$ cat src/rtl/pipe_ctrl_pkg.sv
// Shared types and widths for the pipeline hazard/stall controller.
package pipe_ctrl_pkg;

  localparam int unsigned RegIdxW   = 5;
  localparam int unsigned StallCntW = 16;

  typedef enum logic [1:0] {
    StRun     = 2'd0,
    StIwait   = 2'd1,
    StDwait   = 2'd2,
    StIllegal = 2'd3
  } state_e;

  // Write enables and bubble requests for the PC and the four pipeline registers.
  typedef struct packed {
    logic pc_write;
    logic if_id_write;
    logic id_ex_write;
    logic ex_m_write;
    logic m_wb_write;
    logic if_id_flush;
    logic id_ex_flush;
    logic ex_m_flush;
    logic m_wb_flush;
    logic pc_sel_target;
    logic imem_abort;
  } ctrl_t;

  function automatic ctrl_t ctrl_advance();
    ctrl_t c;
    c               = '0;
    c.pc_write      = 1'b1;
    c.if_id_write   = 1'b1;
    c.id_ex_write   = 1'b1;
    c.ex_m_write    = 1'b1;
    c.m_wb_write    = 1'b1;
    return c;
  endfunction

  // Everything upstream of M/WB freezes; M/WB takes a bubble each cycle.
  function automatic ctrl_t ctrl_dmem_wait();
    ctrl_t c;
    c            = '0;
    c.m_wb_write = 1'b1;
    c.m_wb_flush = 1'b1;
    return c;
  endfunction

  function automatic ctrl_t ctrl_reset();
    ctrl_t c;
    c             = '0;
    c.if_id_flush = 1'b1;
    c.id_ex_flush = 1'b1;
    c.ex_m_flush  = 1'b1;
    c.m_wb_flush  = 1'b1;
    return c;
  endfunction

endpackage

$ cat src/rtl/hazard_detect.sv
// Load-use hazard comparator between the ID sources and the load destination in EX.
module hazard_detect
  import pipe_ctrl_pkg::*;
(
  input  logic [RegIdxW-1:0] i_rs1_index,
  input  logic [RegIdxW-1:0] i_rs2_index,
  input  logic [RegIdxW-1:0] i_ex_rd_index,
  input  logic               i_ex_mem_read,
  output logic               o_load_use
);

  logic w_rd_nonzero;
  logic w_src_match;

  // x0 is never a real destination, so a load to it cannot create a hazard.
  assign w_rd_nonzero = (i_ex_rd_index != '0);
  assign w_src_match  = (i_ex_rd_index == i_rs1_index) || (i_ex_rd_index == i_rs2_index);
  assign o_load_use   = i_ex_mem_read && w_rd_nonzero && w_src_match;

endmodule

$ cat src/rtl/pipeline_ctrl.sv
// Pipeline controller: stall/flush/redirect decode, fetch/data wait FSM and stall counter.
module pipeline_ctrl
  import pipe_ctrl_pkg::*;
(
  input  logic                 clk,
  input  logic                 reset,
  input  logic [RegIdxW-1:0]   id_rs1_index,
  input  logic [RegIdxW-1:0]   id_rs2_index,
  input  logic [RegIdxW-1:0]   ex_rgD_index,
  input  logic                 ex_mem_read,
  input  logic                 branch_taken,
  input  logic                 imem_ready,
  input  logic                 dmem_req,
  input  logic                 dmem_ready,
  input  logic                 stall_clear,
  output logic                 pc_write,
  output logic                 if_id_write,
  output logic                 id_ex_write,
  output logic                 ex_m_write,
  output logic                 m_wb_write,
  output logic                 if_id_flush,
  output logic                 id_ex_flush,
  output logic                 ex_m_flush,
  output logic                 m_wb_flush,
  output logic                 pc_sel_target,
  output logic                 imem_abort,
  output logic [1:0]           state,
  output logic [StallCntW-1:0] stall_cycles
);

  localparam logic [StallCntW-1:0] StallMax = '1;

  state_e                r_state;
  state_e                w_state_next;
  logic [StallCntW-1:0]  r_stall_cycles;
  ctrl_t                 w_ctrl_fsm;
  ctrl_t                 w_ctrl;
  logic                  w_load_use;
  logic                  w_dmem_miss;

  hazard_detect u_hazard_detect (
    .i_rs1_index   (id_rs1_index),
    .i_rs2_index   (id_rs2_index),
    .i_ex_rd_index (ex_rgD_index),
    .i_ex_mem_read (ex_mem_read),
    .o_load_use    (w_load_use)
  );

  assign w_dmem_miss = dmem_req && !dmem_ready;

  always_comb begin
    w_ctrl_fsm   = ctrl_advance();
    w_state_next = StRun;
    case (r_state)
      StDwait: begin
        // Only the data memory can release this state; a completing access resumes in RUN.
        if (!dmem_ready) begin
          w_ctrl_fsm   = ctrl_dmem_wait();
          w_state_next = StDwait;
        end
      end
      default: begin
        // RUN, IWAIT and the illegal encoding share one priority chain.
        if (w_dmem_miss) begin
          w_ctrl_fsm   = ctrl_dmem_wait();
          w_state_next = StDwait;
        end else if (branch_taken) begin
          w_ctrl_fsm.pc_sel_target = 1'b1;
          w_ctrl_fsm.if_id_flush   = 1'b1;
          w_ctrl_fsm.id_ex_flush   = 1'b1;
          w_ctrl_fsm.ex_m_flush    = 1'b1;
          w_ctrl_fsm.imem_abort    = (r_state == StIwait);
        end else if (w_load_use) begin
          w_ctrl_fsm.pc_write    = 1'b0;
          w_ctrl_fsm.if_id_write = 1'b0;
          w_ctrl_fsm.id_ex_flush = 1'b1;
          w_state_next           = (r_state == StIwait) ? StIwait : StRun;
        end else if (!imem_ready) begin
          w_ctrl_fsm.pc_write    = 1'b0;
          w_ctrl_fsm.if_id_flush = 1'b1;
          w_state_next           = StIwait;
        end
      end
    endcase
  end

  // Reset forces a quiescent, all-bubble pipeline regardless of the FSM decode.
  assign w_ctrl = reset ? ctrl_reset() : w_ctrl_fsm;

  always_ff @(posedge clk or posedge reset) begin
    if (reset) begin
      r_state        <= StRun;
      r_stall_cycles <= '0;
    end else begin
      r_state <= w_state_next;
      if (stall_clear) begin
        r_stall_cycles <= '0;
      end else if (!w_ctrl.pc_write && (r_stall_cycles != StallMax)) begin
        r_stall_cycles <= r_stall_cycles + 1'b1;
      end
    end
  end

  assign pc_write      = w_ctrl.pc_write;
  assign if_id_write   = w_ctrl.if_id_write;
  assign id_ex_write   = w_ctrl.id_ex_write;
  assign ex_m_write    = w_ctrl.ex_m_write;
  assign m_wb_write    = w_ctrl.m_wb_write;
  assign if_id_flush   = w_ctrl.if_id_flush;
  assign id_ex_flush   = w_ctrl.id_ex_flush;
  assign ex_m_flush    = w_ctrl.ex_m_flush;
  assign m_wb_flush    = w_ctrl.m_wb_flush;
  assign pc_sel_target = w_ctrl.pc_sel_target;
  assign imem_abort    = w_ctrl.imem_abort;
  assign state         = r_state;
  assign stall_cycles  = r_stall_cycles;

endmodule

$ cat config.mk
export PLATFORM = sky130hd
export DESIGN_NAME = pipeline_ctrl
export DESIGN_NICKNAME = d
export VERILOG_FILES = /design/src/rtl/pipe_ctrl_pkg.sv /design/src/rtl/hazard_detect.sv /design/src/rtl/pipeline_ctrl.sv
export SDC_FILE = /design/constraint.sdc
export NUM_CORES = 1
export LEC_CHECK = 0
export BUFFER_PORTS_ARGS = -buffer_cell sky130_fd_sc_hd__buf_2
export CAP_MARGIN = 20
export CORE_ASPECT_RATIO = 2
export CORE_MARGIN = 5
export CORE_UTILIZATION = 25
export CTS_BUF_LIST = sky130_fd_sc_hd__clkbuf_8
export DETAILED_ROUTE_END_ITERATION = 12
export GPL_TIMING_DRIVEN = 0
export SYNTH_ARGS = -nofsm -noshare
export SYNTH_HDL_FRONTEND = slang
export SYNTH_SLANG_ARGS = --single-unit
$ cat constraint.sdc
create_clock -name clk -period 6.15 [get_ports clk]
set_input_delay 0.9225 -clock clk [delete_from_list [all_inputs] [get_ports clk]]
set_output_delay 0.9225 -clock clk [all_outputs]
set_load 0.05 [all_outputs]
==> impl_results.md, run 1 <==
- Status: completed
- Setup_tns: 0 ns
- Die Footprint: 7010 um^2
- Chip height: 114 um
- Vias in the first global route: 1359
- Clock sink count: 18
- Number of synthesized flops with an enable pin: 0
- # diodes: 0
- Net Count, Synth: 174
- CP Class: in2out
- GRT Overall Usage: 11.3%
- Max-slew violation count: 0
- Resize count post-CTS: 0
- First-pass GRT wire length: 6.06 mm
- Skew-Pair Late Insertion Delay: 0.25 ns
- Worst setup EP type: primary output
- Fin crit period: 3.73 ns
- IO Pins: 52
- Instance count of the mapped netlist: 150
- Routed len/inst: 14.2 um
- Most frequent cells in the layout: 50 x buf_2, 18 x dfrtp_1, 15 x a21oi_1
- VDD IR-drop max: 0.0000742 V
- Setup bufs post-CTS: 0
- Arrival @ worst endpoint: 2.80 ns
- Final Hold Vio Count: 0
- Setup ws final: 2.42 ns
- Max clock buf depth: 2
- Final WL: 3.71 mm
- CP required: 5.23 ns
- Max_cap viols: 0
- Total grt overflow: 0
- Final worst-path cycle share: 60.6%
- Setup Viol. Count Final: 0
- Static leakage: 0.767 nW
- Core ar.: 5180 um^2
- Final nets: 229
- Initial antenna violation count: 0
- Fraction of registers with async set/reset: 100%
- Worst-path clk slew: 0.06 ns
- Detail Route Antenna Nets: 0
- Pin count of the biggest net entering global routing: 22
- Syn Std Cell Area: 1340 um^2
- DRC Markers: 0
- Clock skew after layout: 0.00302 ns
- Yosys warns: 0
- Vias per inst: 5.12
- Prevailing post-synth register cell: dfrtp_1
- CTS Buf Count: 3
- Power per cell area: 172 nW/um^2
- FF+latch count, synth: 18
- CP Launch Type: input pin
- DRT Pass-1 Iters: 4
- Top area cells in the synthesized netlist: dfrtp_1 34%, or4_1 6.7%, xnor2_1 6.5%, o31ai_1 6.2%, a21oi_1 5.6%
- Synth cell types: 40
- Sequential area share after synthesis: 33.6%
- Area grow syn2layout: 27.2%
- Syn Area/Cell: 8.93 um^2
- Yosys top cell by area: dfrtp_1
- Commonest non-fill, non-tap cell in the layout: buf_2
- Drt initial violations: 20
- H-tree Lvls: 1
- RSZ-0062 raised after global routing: no
- Num rows: 37
- Worst Max-Slew Pin Slew: 0.782 ns
- F_max: 268 MHz
- Vias: 1336
- FF-to-FF path depth: 9
- Rel. slew slack: 47.8%
- Hpwl dp: 3.08 mm
- Hold Path Cell Cnt: 2
- Share of layout cells above drive strength 1: 35.5%
- TritonCTS clock tree: yes
- IO Port Bufs: 50
- Top fanout value on the critical path: 21
- CTS Root Cell: clkbuf_8
- Hold/Removal Path Class: reg2reg
- Hold Buf Count CTS: 0
- Synth top area share: 33.6%
- Final Wtd Congestion: 0.842
- Horiz. Die Dim: 61.8 um
- Initial core utilization: 25.8%
- Dpl ws: 2.33 ns
## per-layer routing
metal,vias up,GRT usage (%),wire [um]
li1,663,-,-
met1,630,9.97,1230
met2,37,22.0,2160
met3,6,2.27,226
met4,0,5.38,92
met5,-,0,0
## flip-flops by register name, summed over array words and instances, names as in the netlist
signal,cells
state,2
stall_cycles,16
## kinds of logic (layout without fill, tap and decap cells)
group	count (synthesis)	in the layout	share of synthesized area [%]
AND/OR/NAND/NOR	65	65	29.9
AO/OA/AOI/OAI	37	37	19.5
flip-flops	18	18	33.6
buffers and inverters	17	70	7.28
XOR/XNOR	10	10	6.54
multiplexers	2	2	2.24
adder cells (fa/ha/maj)	1	1	0.934
## cells in the mapped netlist (2+ instances only)
| library cell | instances |
|---|---|
| a21oi_1 | 15 |
| and3_1 | 2 |
| buf_4 | 3 |
| buf_6 | 3 |
| clkbuf_1 | 2 |
| dfrtp_1 | 18 |
| inv_1 | 8 |
| mux2_4 | 2 |
| nand2_1 | 10 |
| nand2b_1 | 2 |
| nand3_1 | 9 |
| nand4_1 | 2 |
| nor2_1 | 10 |
| nor2b_1 | 4 |
| nor3_1 | 3 |
| nor3_2 | 2 |
| o21ai_1 | 2 |
| o31ai_1 | 11 |
| or4_1 | 12 |
| xnor2_1 | 10 |
## final cells by class
cell class	instances	area [um^2]
Fill cell	586	3480
Multi-Input combinational cell	115	792
Sequential cell	18	450
Timing Repair Buffer	50	250
Tap cell	58	72.6
Buffer	9	67.6
Clock buffer	3	41.3
Inverter	8	30.0
## path summary, 6_finish.rpt
check                                              from                           end  slack, ns
min in group asynchronous                         reset   stall_cycles[1]$_DFFE_PP0P_       0.84
hold reg to reg            stall_cycles[12]$_DFFE_PP0P_  stall_cycles[12]$_DFFE_PP0P_       0.58
setup reg to reg            stall_cycles[0]$_DFFE_PP0P_   stall_cycles[1]$_DFFE_PP0P_       3.82
setup / recovery                                  reset                      pc_write       2.42
hold / removal             stall_cycles[12]$_DFFE_PP0P_  stall_cycles[12]$_DFFE_PP0P_       0.58
max in group asynchronous                         reset   stall_cycles[9]$_DFFE_PP0P_       4.82
## critical path: stages
cell       delay, ns
buf_2           0.13
inv_1           0.57
and3_4          0.35
nor3_2          0.06
a2bb2oi_4       0.18
buf_6           0.17
buf_6           0.15
buf_2           0.27
## metrics by stage
stage	hold WS [ns]	std cells	power, mW	area (um^2)	util [%]
after floorplan	0.797	150	0.189	1340	-
after global placement	0.568	258	0.214	1660	32.1
after detailed placement	0.579	258	0.214	1660	32.1
after CTS	0.588	261	0.298	1700	32.9
after global routing	0.633	261	0.310	1700	32.9
final	0.582	261	0.293	1700	32.9
## power by group
group	switching [mW]	leakage [nW]	internal [mW]	total (mW)
Sequential	0.00352	0.248	0.121	0.125
Combinational	0.0579	0.497	0.0284	0.0863
Clock	0.0390	0.0216	0.0436	0.0825
Total	0.100	0.767	0.193	0.293
No activity file was read; power rests on OpenSTA's default activity.
==> run 2: changes to the inputs <==
ABC_AREA = 1   (was default)
clock period = 3.4 ns   (was 6.15 ns; I/O delays follow)
==> impl_results.md, run 2 <==
- Commonest non-fill, non-tap cell in the layout: nand2_1
- Status: completed
- R2r setup slk: 1.38 ns
- Hold Buf Count CTS: 0
- CP required: 2.89 ns
- Vias: 1570
- Rel. slew slack: 45.7%
- Critical Path End: pc_write
- Horiz. Die Dim: 64.7 um
- CP Class: in2out
- DRC Markers: 0
- Top fanout value on the critical path: 22
- # diodes: 0
- Prevailing post-synth register cell: dfrtp_1
- Syn Std Cell Area: 1490 um^2
- CP Cell Sequence: buf_2 > inv_1 > nand3_1 > nand2_1 > buf_2
- Max clock buf depth: 2
- Core ar.: 5910 um^2
- H-tree Lvls: 1
- FF+latch count, synth: 18
- Initial core utilization: 25.3%
- Final worst-path cycle share: 72.5%
- Setup bufs post-CTS: 0
- Num rows: 40
- Resize count post-CTS: 0
- Number of synthesized flops with an enable pin: 0
- Comb pwr share: 29.9%
- Clock sink count: 18
- Reg-to-Reg Start: stall_cycles[0]$_DFFE_PP0P_
- Worst setup EP type: primary output
- Yosys top cell by area: dfrtp_1
- VDD IR-drop max: 0.000147 V
- Share of layout cells above drive strength 1: 32.1%
- GRT Overall Usage: 9.96%
- Count leader, synth: nand2_1
- Most frequent cells in the layout: 57 x nand2_1, 51 x buf_2, 30 x nor2_1
- Synth top cells by count: 57 x nand2_1, 30 x nor2_1, 28 x inv_1
- Slowest-stage cell, CP: inv_1
- Detail Route Antenna Nets: 0
- Max reg flops: 16
- Final Hold Vio Count: 0
- Final Wtd Congestion: 0.860
- GRT met2 Usage: 16.5%
- IO Port Bufs: 51
- CP max stage delay: 0.59 ns
- Final WL: 3.83 mm
- Hpwl dp: 3.02 mm
- Worst Max-Slew Pin Slew: 0.813 ns
- Vias per inst: 4.58
- Power share of the clock group: 31.0%
- Crit-path most repeated cell: buf_2
- Setup_tns: 0 ns
- Sequential area share after synthesis: 30.2%
- Synth cell types: 31
- Vias in the first global route: 1520
- P_sw: 215 uW
- Initial antenna violation count: 0
- Synth top area share: 30.2%
- TritonCTS clock tree: yes
- Clock skew after layout: 0.00209 ns
- DRT Pass-1 Iters: 4
- Worst-path clk slew: 0.07 ns
- Final nets: 305
- Fraction of registers with async set/reset: 100%
- Net Count, Synth: 249
- GR Util met3: 2.26%
- Min Hold Slack: 0.413 ns
- Power per cell area: 311 nW/um^2
- Cell Int Power: 372 uW
- First-pass GRT wire length: 6.44 mm
- Arrival @ worst endpoint: 1.95 ns
- Area grow syn2layout: 26.0%
- Reg2reg end: stall_cycles[3]$_DFFE_PP0P_
- Sw Ratio: 36.6%
- Drt initial violations: 45
- RSZ-0062 raised after global routing: no
- Chip height: 119 um
- Hold/Removal Path Class: in2async
- Die Footprint: 7720 um^2
- Top area cells in the synthesized netlist: dfrtp_1 30%, nand2_1 14%, nand3_1 7.7%, nand2_2 7.5%, nor2_1 7.5%
- Fin crit period: 2.46 ns
- Global routing's busiest layer: met2
- Max-slew violation count: 0
- Yosys warns: 0
- Worst setup startpoint: reset
- CTS Root Cell: clkbuf_8
- Grt met1 use: 12.8%
- F_max: 406 MHz
- Skew-Pair Late Insertion Delay: 0.26 ns
- Instance count of the mapped netlist: 225
- Syn Area/Cell: 6.64 um^2
- Static leakage: 1.08 nW
- Total grt overflow: 0
- Pin count of the biggest net entering global routing: 23
- Routed len/inst: 11.2 um
- Reg power frac: 39.0%
- Max_cap viols: 0
- CP Launch Type: input pin
- IO Pins: 52
- CTS Buf Count: 3
- Setup Viol. Count Final: 0
- FF-to-FF path depth: 13
run 2: changes by cell type after synthesis, sizes merged, moves of 3 or more:
cell and delta:
o31ai -9, nor2b -4, a21oi -15, nor2 +24, xor2 +4, xnor2 -5, nand4 +3, and3 -3
buf -4, nand2 +67, nand3 +14, or4 -12, inv +24
run 2: power by group through the flow:
stage	clock network, mW	registers, mW	logic, mW
after floorplan	0	0.255	0.105
after detailed placement	0	0.233	0.177
final	0.182	0.229	0.176
after CTS	0.189	0.229	0.178
after global routing	0.198	0.230	0.193
after global placement	0	0.233	0.176
run 2: metrics by stage:
| stage | worst slack [ns] | instances | power [mW] | util (%) | instance area [um^2] |
|---|---|---|---|---|---|
| floorplan | 0.0496 | 225 | 0.360 | - | 1490 |
| global route | 0.694 | 343 | 0.621 | 31.9 | 1880 |
| global placement | 0.876 | 339 | 0.408 | 31.0 | 1830 |
| CTS | 0.851 | 343 | 0.595 | 31.9 | 1880 |
| finish | 0.935 | 343 | 0.587 | 31.9 | 1880 |
| detailed placement | 0.850 | 339 | 0.410 | 31.0 | 1830 |
run 2: how the worst min path moves through the flow:
stage                                   endpoint  slack, ns                          from  cells after the start
global placement     stall_cycles[4]$_DFFE_PP0P_       0.54   stall_cycles[4]$_DFFE_PP0P_                      2
floorplan                     state[1]$_DFF_PP0_       0.62                    dmem_ready                      1
finish              stall_cycles[14]$_DFFE_PP0P_       0.41                         reset                      2
detailed placement  stall_cycles[12]$_DFFE_PP0P_       0.54  stall_cycles[12]$_DFFE_PP0P_                      2
global route                  state[1]$_DFF_PP0_       0.49                    dmem_ready                      2
CTS                 stall_cycles[14]$_DFFE_PP0P_       0.45                         reset                      2
run 2: cells by family (layout without fill, tap and decap cells):
family                   Yosys count  after routing  synth area share, %
flip-flops                        18             18                 30.2
adder cells (fa/ha/maj)            1              1                0.837
AO/OA/AOI/OAI                     10             10                 3.94
XOR/XNOR                           9              9                 5.28
buffers and inverters             38             93                 10.8
AND/OR/NAND/NOR                  149            149                 49.0
run 2: layer usage:
layer  part of all wire, %  wire length, um  vias to the layer above
li1                      -                -                      816
met1                    44             1690                      703
met2                    48             1820                       47
met3                   7.4              283                        4
met4                  0.86               33                        0
met5                     0                0                        -
run 2: final cells by class:
cell class / instances / area [um^2]
Sequential cell: 18 / 450
Multi-Input combinational cell: 169 / 882
Fill cell: 655 / 4020
Timing Repair Buffer: 51 / 255
Inverter: 33 / 124
Clock buffer: 4 / 55.1
Tap cell: 63 / 78.8
Buffer: 5 / 37.5
run 2: worst max-delay path: cells and delay by family:
family,cells,cell delay [ns]
and+or+nand+nor,2,0.48
buffers and inverters,3,0.97
==> run 3: changes to the inputs <==
clock period = 2.4 ns   (was 3.4 ns; I/O delays follow)
==> impl_results.md, run 3 (synthesis results as in run 2) <==
- Met2 WL post-DR: 1.77 mm
- Vias in the first global route: 1505
- # diodes: 0
- Pin count of the biggest net entering global routing: 23
- H-tree Lvls: 1
- Static leakage: 1.07 nW
- Area grow syn2layout: 27.1%
- Share of layout cells above drive strength 1: 33.6%
- Final Hold Vio Count: 0
- Core ar.: 5910 um^2
- Most frequent cells in the layout: 57 x nand2_1, 51 x buf_2, 29 x nor2_1
- F_max: 506 MHz
- Clock skew after layout: 0.00295 ns
- Hpwl dp: 2.99 mm
- Clock sink count: 18
- Worst setup EP type: register
- Status: completed
- CP Launch Type: register
- Power per cell area: 439 nW/um^2
- Final nets: 305
- Final Wtd Congestion: 0.845
- Arrival @ worst endpoint: 2.13 ns
- Worst-path clk slew: 0.07 ns
- First-pass GRT wire length: 6.37 mm
- Max reg flops: 16
- Top Layer Used: met4
- Met3 wire len: 261 um
- Reg-to-Reg Start: stall_cycles[0]$_DFFE_PP0P_
- Initial antenna violation count: 0
- Setup Viol. Count Final: 0
- Drt initial violations: 66
- Initial core utilization: 25.3%
- GRT Overall Usage: 10.0%
- Worst Max-Slew Pin Slew: 0.486 ns
- Max_cap viols: 0
- RSZ-0062 raised after global routing: no
- Post-DP Area: 1840 um^2
- Hold/Removal Path Class: in2async
- Final WL: 3.72 mm
- Rel. slew slack: 67.5%
- DRC Markers: 0
- IO Pins: 52
- Met1 WL: 1.65 mm
- Power, Total: 833 uW
- Reg2reg end: stall_cycles[3]$_DFFE_PP0P_
- Max-slew violation count: 0
- IO Port Bufs: 51
- Vias per inst: 4.60
- CTS Buf Count: 3
- DRT Pass-1 Iters: 5
- CTS Root Cell: clkbuf_8
- CP Class: reg2reg
- CP required: 2.55 ns
- TritonCTS clock tree: yes
- Max clock buf depth: 2
- Finished Cell Area: 1900 um^2
- Detail Route Antenna Nets: 0
- Final core occ: 32.1%
- FF-to-FF path depth: 13
- Setup bufs post-CTS: 0
- VDD IR-drop max: 0.000235 V
- Top fanout value on the critical path: 10
- Horiz. Die Dim: 64.7 um
- Total grt overflow: 0
- Hold Buf Count CTS: 0
- Commonest non-fill, non-tap cell in the layout: nand2_1
- Die Footprint: 7720 um^2
- Fin crit period: 1.98 ns
- R2r setup slk: 0.42 ns
- Resize count post-CTS: 0
- Skew-Pair Late Insertion Delay: 0.26 ns
- Final worst-path cycle share: 82.3%
- Chip height: 119 um
- Num rows: 40
- Vias: 1578
- Routed len/inst: 10.9 um
[run 3: cell types whose count changed in the layout (fill, tap and decap cells not counted)]
cell and delta:
o21ai_2 +1, nor2_2 +1, nor2_1 -1, o31ai_2 +1
clkinvlp_4 +1, inv_1 -1, o21ai_0 -1, o31ai_1 -1
[run 3: per-stage QoR]
step	cells	hold slack (ns)	setup TNS (ns)	setup slack [ns]
after global routing	343	0.172	0	0.259
after CTS	343	0.144	0	0.403
after global placement	339	0.428	0	0.404
final	343	0.133	0	0.424
after detailed placement	339	0.431	0	0.389
after floorplan	225	0.303	-0.0649	-0.0649
[run 3: layout make-up]
cell class | count | area (um^2)
flip-flops and latches | 18 | 450
plain buffers | 5 | 37.5
inverters | 33 | 128
clock buffers | 4 | 55.1
multi-input cells | 169 | 893
fillers | 644 | 4010
well taps | 63 | 78.8
repair buffers | 51 | 255
[run 3: worst max-delay path, stage by stage, from the launching register on]
cell and delay [ns]:
dfrtp_1 0.44, ha_1 0.21, nand2_2 0.08, nor2_4 0.11, nand2_2 0.08, nor2_4 0.10
nand3b_2 0.09, nor2_2 0.11, nand4_2 0.12, nand3_4 0.18, nand2_4 0.09, buf_6 0.16
nand2_2 0.05, nand2_1 0.05
[run 3: how the worst max path moves through the flow]
stage | startpoint | to | slack, ns | cells after the start
2_1_floorplan | state[1]$_DFF_PP0_ | id_ex_flush | -0.06 | 7
3_3_place_gp | reset | stall_cycles[10]$_DFFE_PP0P_ | 0.40 | 8
3_5_place_dp | reset | stall_cycles[10]$_DFFE_PP0P_ | 0.39 | 8
4_1_cts | stall_cycles[0]$_DFFE_PP0P_ | stall_cycles[3]$_DFFE_PP0P_ | 0.40 | 13
5_1_grt | reset | pc_write | 0.26 | 5
6_report | stall_cycles[0]$_DFFE_PP0P_ | stall_cycles[3]$_DFFE_PP0P_ | 0.42 | 13
[run 3: per-layer routing]
| metal | track usage, % | vias to the layer above |
|---|---|---|
| met4 | 2.65 | 0 |
| met1 | 13.0 | 705 |
| met5 | 0 | - |
| met3 | 2.08 | 5 |
| li1 | - | 813 |
| met2 | 16.6 | 55 |
[run 3: report_power, final]
| group | internal, mW | switching, mW | leakage (nW) |
|---|---|---|---|
| sequential | 0.312 | 0.0119 | 0.247 |
| clock | 0.146 | 0.110 | 0.0288 |
| combinational | 0.0705 | 0.183 | 0.797 |
| total | 0.529 | 0.304 | 1.07 |
